<file path="config.mk">
export PLATFORM = sky130hd
export DESIGN_NAME = song_sequencer_flat
export DESIGN_NICKNAME = d
export VERILOG_FILES = /design/src/rtl/song_sequencer_pkg.sv /design/src/rtl/song_sequencer_if.sv /design/src/rtl/song_sequencer_tick_gen.sv /design/src/rtl/song_sequencer.sv /design/src/flat_wrapper.sv
export SDC_FILE = /design/constraint.sdc
export NUM_CORES = 1
export LEC_CHECK = 0
export CAP_MARGIN = 40
export CORE_ASPECT_RATIO = 1.2
export CORE_MARGIN = 2
export CORE_UTILIZATION = 35
export CTS_BUF_LIST = sky130_fd_sc_hd__clkbuf_4 sky130_fd_sc_hd__clkbuf_8
export DETAILED_ROUTE_END_ITERATION = 7
export PLACE_DENSITY = 0.64
export REMOVE_ABC_BUFFERS = 1
export SLEW_MARGIN = 20
export SYNTH_ARGS = -nofsm -noshare
export SYNTH_HDL_FRONTEND = slang
export SYNTH_SLANG_ARGS = --single-unit
</file>
<file path="constraint.sdc">
create_clock -name clk -period 3.73 [get_ports clk]
set_clock_uncertainty 0.15 [all_clocks]
set_input_delay 0.746 -clock clk [delete_from_list [all_inputs] [get_ports clk]]
set_output_delay 0.746 -clock clk [all_outputs]
set_load 0.01 [all_outputs]
</file>
<file path="src/rtl/song_sequencer_pkg.sv">
// Shared types, constants and helpers for the auto-mode song sequencer.
package song_seq_pkg;

    typedef enum logic [2:0] {
        S_IDLE,
        S_FETCH,
        S_LOAD,
        S_PLAY,
        S_GAP,
        S_DONE
    } state_t;

    localparam logic [3:0] NOTE_REST = 4'h0;
    localparam logic [3:0] NOTE_END  = 4'hF;

    localparam int unsigned NOTE_MSB = 9;
    localparam int unsigned NOTE_LSB = 6;
    localparam int unsigned OCT_MSB  = 5;
    localparam int unsigned OCT_LSB  = 4;
    localparam int unsigned DUR_MSB  = 3;
    localparam int unsigned DUR_LSB  = 0;

    // Notes 1..7 light LED bit note-1; everything else leaves the LEDs dark.
    function automatic logic [6:0] note_to_led(input logic [3:0] note);
        logic [6:0] led;
        led = '0;
        for (int unsigned i = 0; i < 7; i++) begin
            led[i] = (note == 4'(i + 1));
        end
        return led;
    endfunction

endpackage

</file>
<file path="src/rtl/song_sequencer_if.sv">
// Song ROM bus: the sequencer drives the address, the ROM returns data one cycle later.
interface song_sequencer_if #(
    parameter int unsigned IDX_W = 6
);
    logic [IDX_W+1:0] rom_addr;
    logic [9:0]       rom_data;

    modport master (output rom_addr, input rom_data);
    modport slave  (input rom_addr, output rom_data);
endinterface

</file>
<file path="src/rtl/song_sequencer_tick_gen.sv">
// Duration prescaler: one-cycle tick every TICK_CYC enabled clocks, frozen when not enabled.
module tick_gen #(
    parameter int unsigned TICK_CYC = 12_500_000
) (
    input  logic clk,
    input  logic reset,
    input  logic clear,
    input  logic enable,
    output logic tick
);
    localparam int unsigned W = (TICK_CYC > 1) ? $clog2(TICK_CYC) : 1;

    logic [W-1:0] cnt;

    assign tick = enable && (cnt == W'(TICK_CYC - 1));

    always_ff @(posedge clk) begin
        if (reset || clear) begin
            cnt <= '0;
        end else if (enable) begin
            cnt <= tick ? '0 : cnt + 1'b1;
        end
    end
endmodule

</file>
<file path="src/rtl/song_sequencer.sv">
// Auto-mode playback scheduler: walks one song of the ROM, holding each note for its
// encoded duration followed by a silent gap, with pause/restart and end-of-song handling.
module song_sequencer
    import song_seq_pkg::*;
#(
    parameter int unsigned TICK_CYC = 12_500_000,
    parameter int unsigned GAP_CYC  = 2_500_000,
    parameter int unsigned SONG_LEN = 64,
    parameter int unsigned IDX_W    = 6
) (
    input  logic              clk,
    input  logic              reset,
    input  logic              start,
    input  logic              pause,
    input  logic [1:0]        song_select,
    song_sequencer_if.master  rom,
    output logic [3:0]        note_out,
    output logic [1:0]        octave_out,
    output logic [6:0]        led_out,
    output logic [3:0]        num,
    output logic              playing,
    output logic              done
);
    localparam int unsigned GAP_W = (GAP_CYC > 1) ? $clog2(GAP_CYC) : 1;

    state_t             state, state_nx;
    logic [1:0]         song, song_nx;
    logic [IDX_W-1:0]   idx, idx_nx;
    logic [3:0]         note_r, note_nx;
    logic [1:0]         oct_r, oct_nx;
    logic [3:0]         dur_cnt, dur_nx;
    logic [GAP_W-1:0]   gap_cnt, gap_nx;
    logic               done_nx;
    logic               presc_clear, presc_en, tick;
    logic               show_nx;

    logic [3:0] rd_note;
    logic [1:0] rd_oct;
    logic [3:0] rd_dur;

    assign rd_note = rom.rom_data[NOTE_MSB:NOTE_LSB];
    assign rd_oct  = rom.rom_data[OCT_MSB:OCT_LSB];
    assign rd_dur  = rom.rom_data[DUR_MSB:DUR_LSB];

    tick_gen #(.TICK_CYC(TICK_CYC)) u_tick (
        .clk    (clk),
        .reset  (reset),
        .clear  (presc_clear),
        .enable (presc_en),
        .tick   (tick)
    );

    always_comb begin
        state_nx    = state;
        song_nx     = song;
        idx_nx      = idx;
        note_nx     = note_r;
        oct_nx      = oct_r;
        dur_nx      = dur_cnt;
        gap_nx      = gap_cnt;
        done_nx     = 1'b0;
        presc_clear = 1'b0;
        presc_en    = 1'b0;

        if (start) begin
            song_nx     = song_select;
            idx_nx      = '0;
            state_nx    = S_FETCH;
            presc_clear = 1'b1;
        end else begin
            unique case (state)
                S_IDLE: ;
                S_FETCH: state_nx = S_LOAD;
                S_LOAD: begin
                    if (rd_note == NOTE_END) begin
                        state_nx = S_DONE;
                        done_nx  = 1'b1;
                    end else begin
                        // Notes above ti are held for their duration but never sounded.
                        note_nx     = (rd_note >= 4'd8) ? NOTE_REST : rd_note;
                        oct_nx      = rd_oct;
                        dur_nx      = (rd_dur == 4'd0) ? 4'd1 : rd_dur;
                        presc_clear = 1'b1;
                        state_nx    = S_PLAY;
                    end
                end
                S_PLAY: begin
                    presc_en = !pause;
                    if (tick) begin
                        if (dur_cnt <= 4'd1) begin
                            state_nx    = S_GAP;
                            gap_nx      = '0;
                            presc_clear = 1'b1;
                        end else begin
                            dur_nx = dur_cnt - 4'd1;
                        end
                    end
                end
                S_GAP: begin
                    if (!pause) begin
                        if (gap_cnt == GAP_W'(GAP_CYC - 1)) begin
                            if (idx == IDX_W'(SONG_LEN - 1)) begin
                                state_nx = S_DONE;
                                done_nx  = 1'b1;
                            end else begin
                                idx_nx   = idx + 1'b1;
                                state_nx = S_FETCH;
                            end
                        end else begin
                            gap_nx = gap_cnt + 1'b1;
                        end
                    end
                end
                S_DONE: state_nx = S_IDLE;
                default: state_nx = S_IDLE;
            endcase
        end

        show_nx = (state_nx == S_PLAY) && !pause;
    end

    // Outputs are computed from next-state values so they line up with the state they describe.
    always_ff @(posedge clk) begin
        if (reset) begin
            state        <= S_IDLE;
            song         <= '0;
            idx          <= '0;
            note_r       <= '0;
            oct_r        <= '0;
            dur_cnt      <= '0;
            gap_cnt      <= '0;
            note_out     <= '0;
            octave_out   <= '0;
            led_out      <= '0;
            num          <= '0;
            playing      <= 1'b0;
            done         <= 1'b0;
            rom.rom_addr <= '0;
        end else begin
            state        <= state_nx;
            song         <= song_nx;
            idx          <= idx_nx;
            note_r       <= note_nx;
            oct_r        <= oct_nx;
            dur_cnt      <= dur_nx;
            gap_cnt      <= gap_nx;
            note_out     <= show_nx ? note_nx : NOTE_REST;
            octave_out   <= (state_nx == S_PLAY) ? oct_nx : '0;
            led_out      <= show_nx ? note_to_led(note_nx) : '0;
            num          <= (state_nx == S_IDLE) ? '0 : {2'b00, song_nx} + 4'd1;
            playing      <= (state_nx == S_FETCH) || (state_nx == S_LOAD) ||
                            (state_nx == S_PLAY)  || (state_nx == S_GAP);
            done         <= done_nx;
            rom.rom_addr <= {song_nx, idx_nx};
        end
    end
endmodule

</file>
<file path="src/flat_wrapper.sv">
// flat-port wrapper written by rule: the top's interface ports become plain ports
module song_sequencer_flat import song_seq_pkg::*;
#(
    parameter int unsigned TICK_CYC = 12_500_000,
    parameter int unsigned GAP_CYC  = 2_500_000,
    parameter int unsigned SONG_LEN = 64,
    parameter int unsigned IDX_W    = 6
)
  (clk, reset, start, pause, song_select, note_out, octave_out, led_out, num, playing, done, rom_rom_addr, rom_rom_data);
  song_sequencer_if #(.IDX_W(IDX_W)) rom_i ();
  input  logic clk;
  input  logic reset;
  input  logic start;
  input  logic pause;
  input  logic [1:0] song_select;
  output logic [3:0] note_out;
  output logic [1:0] octave_out;
  output logic [6:0] led_out;
  output logic [3:0] num;
  output logic playing;
  output logic done;
  output wire logic [$bits(rom_i.rom_addr)-1:0] rom_rom_addr;
  input wire logic [$bits(rom_i.rom_data)-1:0] rom_rom_data;
  assign rom_rom_addr = rom_i.rom_addr;
  assign rom_i.rom_data = rom_rom_data;
  song_sequencer #(.TICK_CYC(TICK_CYC), .GAP_CYC(GAP_CYC), .SONG_LEN(SONG_LEN), .IDX_W(IDX_W)) u_core (.clk(clk), .reset(reset), .start(start), .pause(pause), .song_select(song_select), .rom(rom_i), .note_out(note_out), .octave_out(octave_out), .led_out(led_out), .num(num), .playing(playing), .done(done));
endmodule
</file>
==> results.cfg, run 1 <==
[timing]
fin_ws_ns = 0.747
tightest_slew_ns = 0.713
hold_slack_ns = 0.337
relSlewSlack_pct = 52.4
grt_setup_unrepaired = false
setup_violations = 0
final.setup.tns_ns = 0
hold_viol = 0
period_share_pct = 80.0
fmax_mhz = 335
min_period_ns = 2.98
finalMaxSlewViolations = 0

[cts]
clk_pin_slew_ns = 0.08
insertion_delay_ns = 0.37
cts_resized = 0
cts_setup_buffers = 0
cts_buffer_depth = 2
cts_tree = built
cts-root-buf = clkbuf_8
cts_hold_buf = 0
cts_buffers = 9
h-tree-depth = 3
numClockSinks = 85

[placement]
dp_slack_ns = 0.428
globalplace.congestion = 0.851
dp_hpwl_um = 6830
io_buffers = 41

[floorplan]
start_util_pct = 36.1
die_h_um = 121
num_rows = 42
core_area_um2 = 11100
die_area_um2 = 12300
ioPinCount = 43
die_w_um = 102

[setup_path]
endpoint_kind = flip-flop
critical-path-max-stage-delay_ns = 0.45
reg2reg_slack_ns = 0.91
worst-path-buf-inv = 4
cpMaxStageDelayCell = clkdlybuf4s50_1
path_class = in2reg
cp_max_fo = 19
r2r_end = u_core.gap_cnt[19]
worstPathArrival_ns = 3.13
r2r_cells = 7
r2r-start = u_core.state[0]
setup.worst_path.start_class = primary input
crit_chain = clkdlybuf4s50_1, buf_4, nor2_1, nand4_1, o31ai_1, buf_4, nand4_1, buf_4, or4_1, a21oi_1
crit_path_frequent_cell = buf_4
crit_family = buffers and inverters
crit_required_ns = 3.88

[route]
wl_met3_um = 331
drtIter0Drc = 205
wl_per_cell_um = 13.8
routed.top_layer = met4
met2_length_um = 4540
drt-met1-wl_um = 4120
drtPass1Iterations = 4
drc = 0
ant_nets = 0
finalWirelength_um = 9200
vias_per_cell = 5.20
vias = 3474

[logic_synthesis]
syn_avg_cell_area_um2 = 8.58
ys_ff_latch = 85
yosysSeqAreaShare_pct = 42.5
yosysWarnings = 0
syn_inst = 467
synth_cell_types = 61
synthArstFlopShare_pct = 0
synthFlopType = dfxtp_1
syn-cell-area_um2 = 4010
synth-edff-count = 0

[finish]
syn_to_final_growth_pct = 19.5
antenna_cells = 0
drive_above_1_share_pct = 8.56
nets = 531

[worst_hold_path]
hold_end = u_core.note_out[3]
holdPathStages = 2
hold_path.class = reg2reg
min_from = u_core.note_r[3]

[run]
maxCapViolCount = 0

[global_routing]
grt_pass1_wl_um = 15300
grt_pass1_vias = 3380
overflow = 0
grt_max_degree = 22
track_usage_pct = 15.5
antenna_found_initial = 0

[run_status]
status = completed

[power]
total_power_mw = 1.69
power.density_nw_per_um2 = 353
total_leakage_power_nw = 1.55
ir_drop_mv = 0.240
[worst register-to-register path, cell delays in order (launching register included)]
cell and delay (ns):
dfxtp_1 0.55, nand3b_1 0.41, o41a_1 0.54, nor2_1 0.23, nand4_1 0.12, buf_4 0.20, or4_1 0.41, a21oi_1 0.15
[metal layers]
metal	track usage (%)	up-vias
met3	3.63	20
met4	6.42	0
met2	26.2	75
li1	-	1755
met1	18.5	1624
met5	0	-
[cells by family (layout without fill, tap and decap cells)]
group / count (synthesis) / after routing / share of synthesized area [%]
AO/OA/AOI/OAI: 64 / 64 / 10.1
XOR/XNOR: 31 / 31 / 6.78
buffers and inverters: 29 / 76 / 3.25
adder cells (fa/ha/maj): 6 / 6 / 1.87
other: 1 / 1 / 0.0936
flip-flops: 85 / 85 / 42.5
multiplexers: 6 / 6 / 1.56
AND/OR/NAND/NOR: 245 / 245 / 33.8
[final cells by class]
| cell class | count | area (um2) |
|---|---|---|
| inverter | 11 | 41.3 |
| multi-input combinational | 353 | 2170 |
| timing repair buffer | 49 | 470 |
| clock inverter | 6 | 70.1 |
| fill | 1105 | 6300 |
| clock buffer | 10 | 138 |
| tap | 154 | 193 |
| sequential | 85 | 1700 |
[cell usage after synthesis, types with 4 or more instances]
library cell / number / area (um2)
a21oi_1: 25 / 125
and2_1: 4 / 25.0
and3_1: 5 / 31.3
clkbuf_1: 11 / 41.3
dfxtp_1: 85 / 1700
ha_1: 6 / 75.1
inv_1: 11 / 41.3
mux2i_1: 4 / 40.0
nand2_1: 32 / 120
nand2b_1: 4 / 25.0
nand3_1: 17 / 85.1
nand4_1: 18 / 113
nor2_1: 68 / 255
nor2b_1: 5 / 31.3
nor3_1: 22 / 110
nor4_1: 12 / 75.1
nor4b_1: 4 / 35.0
o21ai_0: 18 / 90.1
or2_2: 7 / 43.8
or3_1: 17 / 106
xnor2_1: 13 / 114
xor2_1: 18 / 158
[metrics by stage]
step                cells  utilization [%]  cell area (um2)
floorplan             449                -             3920
global placement      652             41.3             4580
detailed placement    652             41.3             4580
CTS                   668             43.2             4790
global route          668             43.2             4790
finish                668             43.2             4790
[where the power goes]
group / internal, mW / switching (mW)
logic: 0.0405 / 0.0467
clock network: 0.334 / 0.349
registers: 0.914 / 0.00596
[registers in the layout, indices dropped and copies added (netlist names)]
signal	count
u_core.led_out	7
u_core.rom.rom_addr	8
u_core.oct_r	2
u_core.dur_cnt	4
u_core.done	1
u_core.gap_cnt	22
u_core.playing	1
u_core.note_out	4
u_core.num	3
u_core.u_tick.cnt	24
u_core.state	3
u_core.note_r	4
u_core.octave_out	2
[layout by cell type, fill, tap and decap left out, types with 4 or more instances in the layout]
cell,count
mux2i_1,4
nor4b_1,4
or3_1,17
inv_1,11
clkdlybuf4s50_1,41
nand4_1,18
or2_2,7
xnor2_1,13
nor2_1,68
nor3_1,22
o21ai_0,18
a21oi_1,25
buf_4,8
nor4_1,12
nand2_1,32
and3_1,5
xor2_1,18
nand2b_1,4
dfxtp_1,85
nor2b_1,5
and2_1,4
ha_1,6
clkbuf_8,10
nand3_1,17
[worst max-delay path by stage]
stage,start,to,cells after the start
2_1_floorplan,pause,u_core.gap_cnt[19],6
3_3_place_gp,pause,u_core.gap_cnt[19],8
3_5_place_dp,pause,u_core.gap_cnt[19],10
4_1_cts,pause,u_core.gap_cnt[19],10
5_1_grt,pause,u_core.gap_cnt[19],10
6_report,pause,u_core.gap_cnt[19],10
No activity file was read; power rests on OpenSTA's default activity.
==> run 2, diff against run 1 <==
==> constraint.sdc (replaced) <==
create_clock -name clk -period 2.8 [get_ports clk]
set_clock_uncertainty 0.15 [all_clocks]
set_input_delay 0.56 -clock clk [delete_from_list [all_inputs] [get_ports clk]]
set_output_delay 0.56 -clock clk [all_outputs]
set_load 0.01 [all_outputs]
==> run 2 against run 1 <==
Against the previous run: critical path depth fell by 4; core utilization grew 1.7 points; final area grew 4.0%; largest cell class unchanged; highest routed layer unchanged.
==> results.cfg, run 2 (synthesis results as in run 1) <==
[setup_path]
r2r_cells = 6
crit_chain = clkdlybuf4s50_1, or4b_1, or4b_4, nand3b_4, a21oi_2, nor4_1
cpMaxStageDelayCell = or4b_4
r2r_end = u_core.led_out[2]
worstPathArrival_ns = 2.84
worst-path-buf-inv = 1
reg2reg_slack_ns = 0.14
critical-path-max-stage-delay_ns = 0.64
endpoint_kind = flip-flop
setup.worst_path.start_class = primary input
cp_max_fo = 11
r2r-start = u_core.gap_cnt[13]
crit_required_ns = 2.91
crit_family = simple AND/OR/NAND/NOR gates
path_class = in2reg

[finish]
regMostFlops = u_core.u_tick.cnt
layout_common_cells = dfxtp_1, nor2_1, clkdlybuf4s50_1
largestRegisters = u_core.u_tick.cnt x24, u_core.gap_cnt x22, u_core.rom.rom_addr x8
final_cell_area_um2 = 4980
nets = 554
drive_above_1_share_pct = 12.9
syn_to_final_growth_pct = 24.3
largest_reg_flops = 24
antenna_cells = 0
final_common_cell = dfxtp_1

[cts]
clk_pin_slew_ns = 0.08
cts_buffers = 9
cts_resized = 0
h-tree-depth = 3
insertion_delay_ns = 0.37
numClockSinks = 85
cts-root-buf = clkbuf_8
cts_hold_buf = 0
cts_tree = built
cts_setup_buffers = 0
cts_buffer_depth = 2

[route]
vias = 3530
drtPass1Iterations = 4
drtIter0Drc = 158
drc = 0
wl_per_cell_um = 13.8
vias_per_cell = 5.12
ant_nets = 0
finalWirelength_um = 9520

[worst_hold_path]
holdPathStages = 2
min_from = u_core.u_tick.cnt[1]
hold_end = u_core.u_tick.cnt[1]
hold_path.class = reg2reg

[floorplan]
die_h_um = 121
die_area_um2 = 12300
die_w_um = 102
start_util_pct = 36.1
num_rows = 42
core_area_um2 = 11100
ioPinCount = 43

[power]
pwr-share-clk_pct = 38.3
total_leakage_power_nw = 1.66
total_power_mw = 2.20
cell_internal_pwr_mw = 1.70
p_sw_share_pct = 22.8
power.density_nw_per_um2 = 441
ir_drop_mv = 0.190
p_switching_mw = 0.500
combPwrFrac_pct = 6.0
seqPwrFrac_pct = 55.8

[run_status]
status = completed

[timing]
fmax_mhz = 366
setup_violations = 0
final.setup.tns_ns = 0
tightest_slew_ns = 0.592
period_share_pct = 97.6
relSlewSlack_pct = 60.5
grt_setup_unrepaired = true
finalMaxSlewViolations = 0
hold_viol = 0
min_period_ns = 2.73

[global_routing]
grt_pass1_wl_um = 15600
grt_max_degree = 22
overflow = 0
grt_pass1_vias = 3404
antenna_found_initial = 0
track_usage_pct = 15.9

[placement]
globalplace.congestion = 0.831
dp_hpwl_um = 7020
placed_cell_area_um2 = 4780
io_buffers = 41

[run]
maxCapViolCount = 0
-- run 2: changes by cell type in the layout (fill, tap and decap cells not counted), moves of 2 or more --
cell and change:
clkinv_4 -2, inv_6 -2, buf_12 +2, clkinv_2 +2, buf_4 +21
-- run 2: power by group through the flow --
stage	logic, mW	clock network (mW)	registers [mW]
3_5_place_dp	0.131	0	1.25
4_1_cts	0.132	0.861	1.23
5_1_grt	0.142	0.909	1.23
2_1_floorplan	0.0495	0	1.25
3_3_place_gp	0.129	0	1.25
6_report	0.131	0.840	1.22
-- run 2: worst max path at each step --
| stage | start | endpoint | slack, ns | cells after the start |
|---|---|---|---|---|
| final | pause | u_core.led_out[2] | 0.07 | 6 |
| after detailed placement | pause | u_core.led_out[2] | -0.27 | 6 |
| after floorplan | pause | u_core.gap_cnt[19] | -0.22 | 6 |
| after global placement | pause | u_core.led_out[0] | -0.21 | 6 |
| after CTS | pause | u_core.led_out[2] | 0.11 | 6 |
| after global routing | pause | u_core.note_out[3] | -0.008 | 10 |
-- run 2: through the flow --
stage	setup slack (ns)	utilization, %	instances	hold WS, ns
floorplan	-0.224	-	449	0.288
global placement	-0.214	43.1	675	0.307
detailed placement	-0.268	43.1	675	0.323
CTS	0.112	44.7	690	0.335
global route	-0.00752	44.9	690	0.352
finish	0.0684	44.9	690	0.336
-- run 2: cell type report --
type	instances	area, um2
Fill cell	1087	6110
Multi-Input combinational cell	353	2190
Sequential cell	85	1700
Timing Repair Buffer	72	668
Tap cell	154	193
Clock buffer	10	131
Clock inverter	5	52.6
Inverter	11	41.3
-- run 2: worst register-to-register path, delay by kind of cell, from the launching register on --
| family | cells | cell delay, ns |
|---|---|---|
| flip-flops | 1 | 0.42 |
| AND/OR/NAND/NOR | 5 | 1.83 |
| AO/OA/AOI/OAI | 1 | 0.15 |
-- run 2: routing by layer --
metal | part of all wire [%] | global-route usage (%)
met5 | 0 | 0
met2 | 51 | 27.8
met3 | 3.8 | 3.57
met4 | 1.5 | 4.90
met1 | 43 | 19.0
